--- src/rtl/pipe_scheduler.sv ---
// Side-scrolling pipe scheduler: three pipe slots, spawn spacing, retirement, scoring and an LFSR for gap heights.
// Optional macro PIPE_SCHED_SPEEDUP_EN: scroll speed grows with score (SPEED + score/8, capped at 4).
module pipe_scheduler #(
    parameter int SCREEN_W = 640,
    parameter int PIPE_W   = 52,
    parameter int SPACING  = 220,
    parameter int GAP_MIN  = 60,
    parameter int SPEED    = 1
) (
    input  logic        clk,
    input  logic        reset_n,
    input  logic        clear,
    input  logic        game_en,
    input  logic        frame_tick,
    input  logic [9:0]  bird_x,
    output logic [9:0]  pipe_x0,
    output logic [9:0]  pipe_x1,
    output logic [9:0]  pipe_x2,
    output logic [9:0]  gap_y0,
    output logic [9:0]  gap_y1,
    output logic [9:0]  gap_y2,
    output logic [2:0]  pipe_active,
    output logic [13:0] score,
    output logic        score_pulse,
    output logic [1:0]  state
);

    typedef enum logic [1:0] {
        S_IDLE   = 2'b00,
        S_RUN    = 2'b01,
        S_FREEZE = 2'b10
    } state_t;

    localparam int CNT_W = 12;
    localparam logic [CNT_W-1:0] L_SPACING = CNT_W'(SPACING);
    localparam logic [9:0]       L_SCREEN  = 10'(SCREEN_W);

    state_t            r_state;
    state_t            w_state_nxt;
    logic [9:0]        r_px [3];
    logic [9:0]        r_gy [3];
    logic [2:0]        r_act;
    logic [2:0]        r_passed;
    logic [CNT_W-1:0]  r_cnt;
    logic [13:0]       r_score;
    logic              r_pulse;
    logic [9:0]        r_lfsr;

    logic [9:0]        w_px [3];
    logic [9:0]        w_gy [3];
    logic [2:0]        w_act;
    logic [2:0]        w_passed;
    logic [CNT_W-1:0]  w_cnt;
    logic [CNT_W-1:0]  w_cnt_sum;
    logic              w_point;
    logic              w_spawned;
    logic [2:0]        w_speed;
    logic [9:0]        w_gap_new;

`ifdef PIPE_SCHED_SPEEDUP_EN
    logic [13:0] w_speed_raw;
    assign w_speed_raw = 14'(SPEED) + {3'b000, r_score[13:3]};
    assign w_speed     = (w_speed_raw > 14'd4) ? 3'd4 : w_speed_raw[2:0];
`else
    assign w_speed = 3'(SPEED);
`endif

    assign w_gap_new = 10'(GAP_MIN) + {2'b00, r_lfsr[7:0]};

    always_comb begin
        w_state_nxt = r_state;
        case (r_state)
            S_IDLE:   if (!clear && game_en) w_state_nxt = S_RUN;
            S_RUN:    if (clear) w_state_nxt = S_IDLE;
                      else if (!game_en) w_state_nxt = S_FREEZE;
            S_FREEZE: if (clear) w_state_nxt = S_IDLE;
            default:  w_state_nxt = S_IDLE;
        endcase
    end

    // Passing is judged on the registered positions; the tick update below
    // runs afterwards so a freshly spawned slot always starts unpassed.
    always_comb begin
        w_px      = r_px;
        w_gy      = r_gy;
        w_act     = r_act;
        w_passed  = r_passed;
        w_cnt     = r_cnt;
        w_cnt_sum = r_cnt + {9'd0, w_speed};
        w_point   = 1'b0;
        w_spawned = 1'b0;
        for (int i = 0; i < 3; i++) begin
            if (r_act[i] && !r_passed[i] && !w_point &&
                (({1'b0, r_px[i]} + 11'(PIPE_W)) < {1'b0, bird_x})) begin
                w_passed[i] = 1'b1;
                w_point     = 1'b1;
            end
        end
        if (frame_tick) begin
            for (int i = 0; i < 3; i++) begin
                if (r_act[i]) begin
                    if (r_px[i] < {7'd0, w_speed}) begin
                        w_act[i] = 1'b0;
                        w_px[i]  = 10'd0;
                        w_gy[i]  = 10'd0;
                    end else begin
                        w_px[i] = r_px[i] - {7'd0, w_speed};
                    end
                end
            end
            if (w_cnt_sum >= L_SPACING) begin
                for (int i = 0; i < 3; i++) begin
                    if (!w_act[i] && !w_spawned) begin
                        w_act[i]    = 1'b1;
                        w_px[i]     = L_SCREEN;
                        w_gy[i]     = w_gap_new;
                        w_passed[i] = 1'b0;
                        w_spawned   = 1'b1;
                    end
                end
                // No free slot: park at SPACING so the next tick retries.
                w_cnt = w_spawned ? '0 : L_SPACING;
            end else begin
                w_cnt = w_cnt_sum;
            end
        end
    end

    always_ff @(posedge clk or negedge reset_n) begin
        if (!reset_n) begin
            r_state  <= S_IDLE;
            r_act    <= '0;
            r_passed <= '0;
            r_cnt    <= L_SPACING;
            r_score  <= '0;
            r_pulse  <= 1'b0;
            r_lfsr   <= 10'h2A5;
            for (int i = 0; i < 3; i++) begin
                r_px[i] <= '0;
                r_gy[i] <= '0;
            end
        end else begin
            r_state <= w_state_nxt;
            r_lfsr  <= {r_lfsr[8:0], r_lfsr[9] ^ r_lfsr[6]};
            r_pulse <= 1'b0;
            if (clear || r_state == S_IDLE) begin
                r_act    <= '0;
                r_passed <= '0;
                r_cnt    <= L_SPACING;
                r_score  <= '0;
                for (int i = 0; i < 3; i++) begin
                    r_px[i] <= '0;
                    r_gy[i] <= '0;
                end
            end else if (r_state == S_RUN) begin
                r_px     <= w_px;
                r_gy     <= w_gy;
                r_act    <= w_act;
                r_passed <= w_passed;
                r_cnt    <= w_cnt;
                if (w_point && r_score != 14'd9999) begin
                    r_score <= r_score + 14'd1;
                    r_pulse <= 1'b1;
                end
            end
        end
    end

    assign pipe_x0     = r_px[0];
    assign pipe_x1     = r_px[1];
    assign pipe_x2     = r_px[2];
    assign gap_y0      = r_gy[0];
    assign gap_y1      = r_gy[1];
    assign gap_y2      = r_gy[2];
    assign pipe_active = r_act;
    assign score       = r_score;
    assign score_pulse = r_pulse;
    assign state       = r_state;

endmodule

--- config.mk ---
export PLATFORM = sky130hd
export DESIGN_NAME = pipe_scheduler
export DESIGN_NICKNAME = d
export VERILOG_FILES = /design/src/rtl/pipe_scheduler.sv
export SDC_FILE = /design/constraint.sdc
export NUM_CORES = 1
export LEC_CHECK = 0
export CORE_MARGIN = 2
export CORE_UTILIZATION = 50
export CTS_CLUSTER_SIZE = 16
export DETAILED_ROUTE_END_ITERATION = 10
export MAX_ROUTING_LAYER = met4
export PLACE_DENSITY_LB_ADDON = 0.25
export SYNTH_ARGS = -nofsm -noshare
export SYNTH_HDL_FRONTEND = slang
export SYNTH_SLANG_ARGS = --single-unit
--- constraint.sdc ---
create_clock -name clk -period 4.6 [get_ports clk]
set_input_delay 1.38 -clock clk [delete_from_list [all_inputs] [get_ports clk]]
set_output_delay 1.38 -clock clk [all_outputs]
set_load 0.005 [all_outputs]
# Word level (Yosys, flattened, before mapping)
# Index checks and enable logic that the tools add are counted.
dict set report word_totals {
  reg_bits 105
  in_bits 15
  out_inout_bits 80
  elab_cells 145
}
dict set report classes {
  n_addsub 9
  magnitude_cmp 7
  n_eq_ne 6
  muxes 79
  bitwise_logic 1
  n_reduce_logical 30
}
# operator count
set op_table {}
lappend op_table {{$mux 30} 8}
lappend op_table {{$mux 10} 18}
lappend op_table {{$mux 12} 4}
lappend op_table {{$mux 14} 3}
lappend op_table {{$add 10x6->11 const B} 3}
lappend op_table {{$lt 11x10->1} 3}
lappend op_table {{$mux 1} 32}
lappend op_table {{$lt 10x1->1 const B} 3}
lappend op_table {{$sub 10x1->10 const B} 3}
lappend op_table {{$mux 3} 8}
lappend op_table {{$add 14x1->14 const B} 1}
lappend op_table {{$ne 14x14->1 const B} 1}
lappend op_table {{$add 12x1->12 const B} 1}
lappend op_table {{$ge 12x8->1 const B} 1}
lappend op_table {{$logic_and 1x1->1} 12}
lappend op_table {{$logic_not 1->1} 10}
lappend op_table {{$add 6x8->9 const A} 1}
lappend op_table {{$mux 2} 4}
lappend op_table {{$mux 8} 1}
lappend op_table {{$pmux 2 s3} 1}
lappend op_table {{$reduce_bool 2->1} 3}
lappend op_table {{$ne 2x2->1 const B} 2}
lappend op_table {{$reduce_and 2->1} 2}
lappend op_table {{$ne 3x3->1 const B} 1}
lappend op_table {{other kinds (6)} 6}

# Depth between registers and ports, before layout
dict set report depth {
  ltp_word 22
  ltp_mapped 14
  depth_no_buf 12
}

# Least setup slack after synthesis
# OpenSTA, ideal clock, no wires.
dict set report synth_path {
  kind {input -> register}
  from {input port bird_x[8]}
  to {register r_score[1] (netlist: score[1])}
  arrival_time_ns 3.352
  required_ns 4.468
  slack_ns 1.116
  path_stages 10
  n_path_buf 1
  path_cell_list {inv_1 ha_1 a21o_1 a2111o_1 a31oi_1 o21ai_0 a31oi_2 buf_4 mux2i_1 nor2_1}
}
dict set report synth_between {
  elab_chain_cells 14
  elab_cells_between_ends 16
  cone_classes {order compare (3); mux (3); reduce/logical (10)}
}
# item line_no
set synth_lines {}
lappend synth_lines {{start, declared} 15} ;# input logic [9:0] bird_x,
lappend synth_lines {{$lt 11x10->1} 94} ;# (({1'b0, r_px[i]} + 11'(PIPE_W)) < {1'b0, bird_x})) begin
lappend synth_lines {{$logic_and 1x1->1} 93} ;# if (r_act[i] && !r_passed[i] && !w_point &&
lappend synth_lines {{$mux 1} 93}
lappend synth_lines {{$logic_not 1->1} 93}
lappend synth_lines {{$logic_and 1x1->1 (2 in a row)} 93}
lappend synth_lines {{$mux 1} 93}
lappend synth_lines {{$logic_not 1->1} 93}
lappend synth_lines {{$logic_and 1x1->1 (2 in a row)} 93}
lappend synth_lines {{$mux 1 (*)} 93}
lappend synth_lines {{$logic_and 1x1->1 (*)} 161} ;# if (w_point && r_score != 14'd9999) begin
lappend synth_lines {{$reduce_bool 2->1 (no source line) (*)} -}
lappend synth_lines {{$reduce_and 2->1 (no source line) (*)} -}
lappend synth_lines {{end signal, assigned} 162} ;# r_score <= r_score + 14'd1;
lappend synth_lines {{end, declared} 45} ;# logic [13:0] r_score;
# Every way passes the cells marked *; elsewhere a longest branch is shown, timed or not.
# A chain may end at the register's enable or synchronous reset.

# Worst setup path in the final report
dict set report layout_path {
  from {input port bird_x[8]}
  to {register r_score[11] (netlist: score[11])}
}
# Same word-level chain as after synthesis.

==> run summary <==
FF/Latch Area - 2640 sq um
RSZ-0062 raised after global routing - false
DR WL/cell - 18.5 um
Die Wd - 118 um
Status - finished clean
Crit. End Element - flop
Final setup skew - 8.78 ps
Hold_buf cts - 0
HP Start - r_lfsr[8]
Hold Fails Final Rpt - 0
Cell count after placement - 955
CTS sink cnt - 105
DIE AREA - 14,000 sq um
Number of enable flip-flop cells after synthesis - 0
Reg2Reg Launch Point - pipe_x2[2]
Top-area cell type share of the netlist area - 36.4%
Vias in the first global route - 5,806
Start point of the critical path - bird_x[8]
Largest net degree at the start of global routing - 54
Synthesized cell area - 6520 sq um
Synth Net Count - 773
Final-layout fill cell count - 1,126
Most frequent cells in the layout - dfrtp_1, clkdlybuf4s50_1, nand2_1
Async SR Flop Fraction - 100%
I/O Pins - 95
Global-route wire length before repair - 29.7 mm
Port Buffers - 94
Vias - 6,061
Critical R2R Capture - score[11]
Fin Setup TNS - 0 ps
Nets - 848
Gpl congestion - 0.912
Post-CTS Setup Repair Bufs - 0
Multi-input gate area - 3570 sq um
Antenna violations before repair - 0
Commonest non-fill, non-tap cell in the layout - dfrtp_1
CP required - 4790 ps
Final min period - 3870 ps
Area growth syn-to-layout - 20.8%
Core area - 12,700 sq um
DPL Wire Length - 12.9 mm
Total GRT Usage - 26.8%
Finished Layout Cells - 971
Vias per std cell - 6.24
Iter 0 DRT Violations - 586
First-pass detailed-route iteration total - 5
Period utilisation layout - 84.1%
Crit path capture - score[11]
Setup violation total in the final timing report - 0
Slew @ Worst Pin - 1110 ps
Flop2flop setup slack - 940 ps
PD cells - 237 nW/um^2
CP max FO - 8
Top cell type by total area after synthesis - dfrtp_1
Area post-placement - 7580 sq um
Share of the yosys chip area belonging to registers - 40.5%
Worst Hold Class - reg2reg
Final wirelength - 18.0 mm
Primary FF master, synth - dfrtp_1
Cts repair resizes - 0
GRT Residual Overflow - 0
Share of post-route cells with drive strength above 1 - 7.63%
Antenna viol nets, final - 0
Cell row count - 41
Lkg Pwr - 0.00338 uW
Syn_area_per_cell - 9.07 sq um
Crit start category - primary input
Slew margin rel. - 26.1%
Antenna Cells - 0
Slew Viols, Final - 0
Yosys cell types - 72
CTS tree - built
Max_cap viols - 0
Initial core utilization - 51.5%
DRC viols - 0
Peak supply drop - 0.172 mV
Post-Synthesis Cells - 719
CTS clk-pin slew, worst paths - 80 ps
#FFs+latches synth - 105
Design Area, Final - 7880 sq um
R2r worst-path depth - 12
Root Driver - clkbuf_16
Num CTS Buffers - 9
Worst-skew pair later-pin latency - 360 ps
Synth top area cells - dfrtp_1, ha_1, dfstp_2
Warnings from Yosys - 0
Clock H-tree levels - 3
Critical path type - in2reg
Die H - 118 um
Fmax - 0.258 GHz
Deepest clock path buffer count - 2
CP arrival - 4060 ps
==> registers in the layout (all words and copies together), names as in the netlist, 10 cells and up <==
register and flops:
gap_y1 10, gap_y0 10, gap_y2 10, score 14, pipe_x2 10, pipe_x0 10
pipe_x1 10, r_cnt 12, r_lfsr 10
==> report_power, final <==
group / internal, uW / total, uW / leakage (uW) / switching (uW)
clock network: 405 / 770 / 0.000144 / 365
registers: 929 / 939 / 0.00143 / 9.94
logic: 51.5 / 158 / 0.00181 / 107
==> cell type report <==
cell class                      instances  share of cell area [%]
Multi-Input combinational cell        535                    45.3
Tap cell                              172                    2.73
Timing Repair Buffer                  101                    12.7
Inverter                               42                    2.00
Clock inverter                          5                   0.572
Clock buffer                           11                    3.21
Sequential cell                       105                    33.5
==> synthesized netlist by cell type (6+ instances only) <==
library cell  instances
dfrtp_1              95
nand2_1              64
nor2_1               57
a21oi_1              47
inv_1                42
ha_1                 39
o21ai_0              31
clkbuf_1             26
nand3_1              24
a31oi_1              19
and3_1               17
xnor2_1              17
nor3_1               16
or3_1                14
nand4_1              13
a211oi_1             10
and2_1               10
dfstp_2              10
o2bb2ai_1            10
a31o_2                8
o311ai_0              8
xor2_1                8
buf_2                 7
a221oi_1              6
a22oi_1               6
a32o_1                6
nand2b_1              6
nor2b_1               6
==> cell families after synthesis <==
| group | after synthesis | share of synthesized area (%) |
|---|---|---|
| adders and majority gates | 39 | 7.48 |
| AOI/OAI and AO/OA | 211 | 23.2 |
| xor gates and xnor gates | 25 | 3.36 |
| and+or+nand+nor | 256 | 19.9 |
| muxes | 4 | 0.614 |
| buffers and inverters | 79 | 4.91 |
| DFF | 105 | 40.5 |
==> worst min-delay path by stage <==
stage / end / slack (ps) / cells past startpoint
floorplan: r_lfsr[9] / 330 / 0
global placement: r_lfsr[9] / 340 / 0
detailed placement: r_lfsr[9] / 350 / 0
CTS: r_lfsr[9] / 360 / 0
global route: r_lfsr[9] / 360 / 0
finish: r_lfsr[9] / 360 / 0
==> per-layer routing <==
metal,share of wire [%],track usage (%)
met5,0,-
met4,1.8,8.73
met3,6.1,4.15
met2,49,42.7
met1,43,35.1
==> critical path, cell delays in order <==
cell,delay (ps)
clkdlybuf4s50_1,460
inv_1,70
ha_1,310
a21o_1,160
a2111o_1,390
a31oi_1,140
o21ai_0,240
a311oi_2,580
a31o_2,250
a21oi_1,60
==> through the flow <==
| step | setup WS, ps | hold slack [ps] | util (%) | power [uW] |
|---|---|---|---|---|
| after global placement | 456 | 339 | 59.8 | 1110 |
| after global routing | 587 | 360 | 62.2 | 1940 |
| after CTS | 746 | 359 | 62.2 | 1880 |
| after floorplan | 1120 | 333 | - | 1050 |
| final | 729 | 359 | 62.2 | 1870 |
| after detailed placement | 366 | 347 | 59.8 | 1110 |
Note: power is estimated with default switching activity, not from simulation.
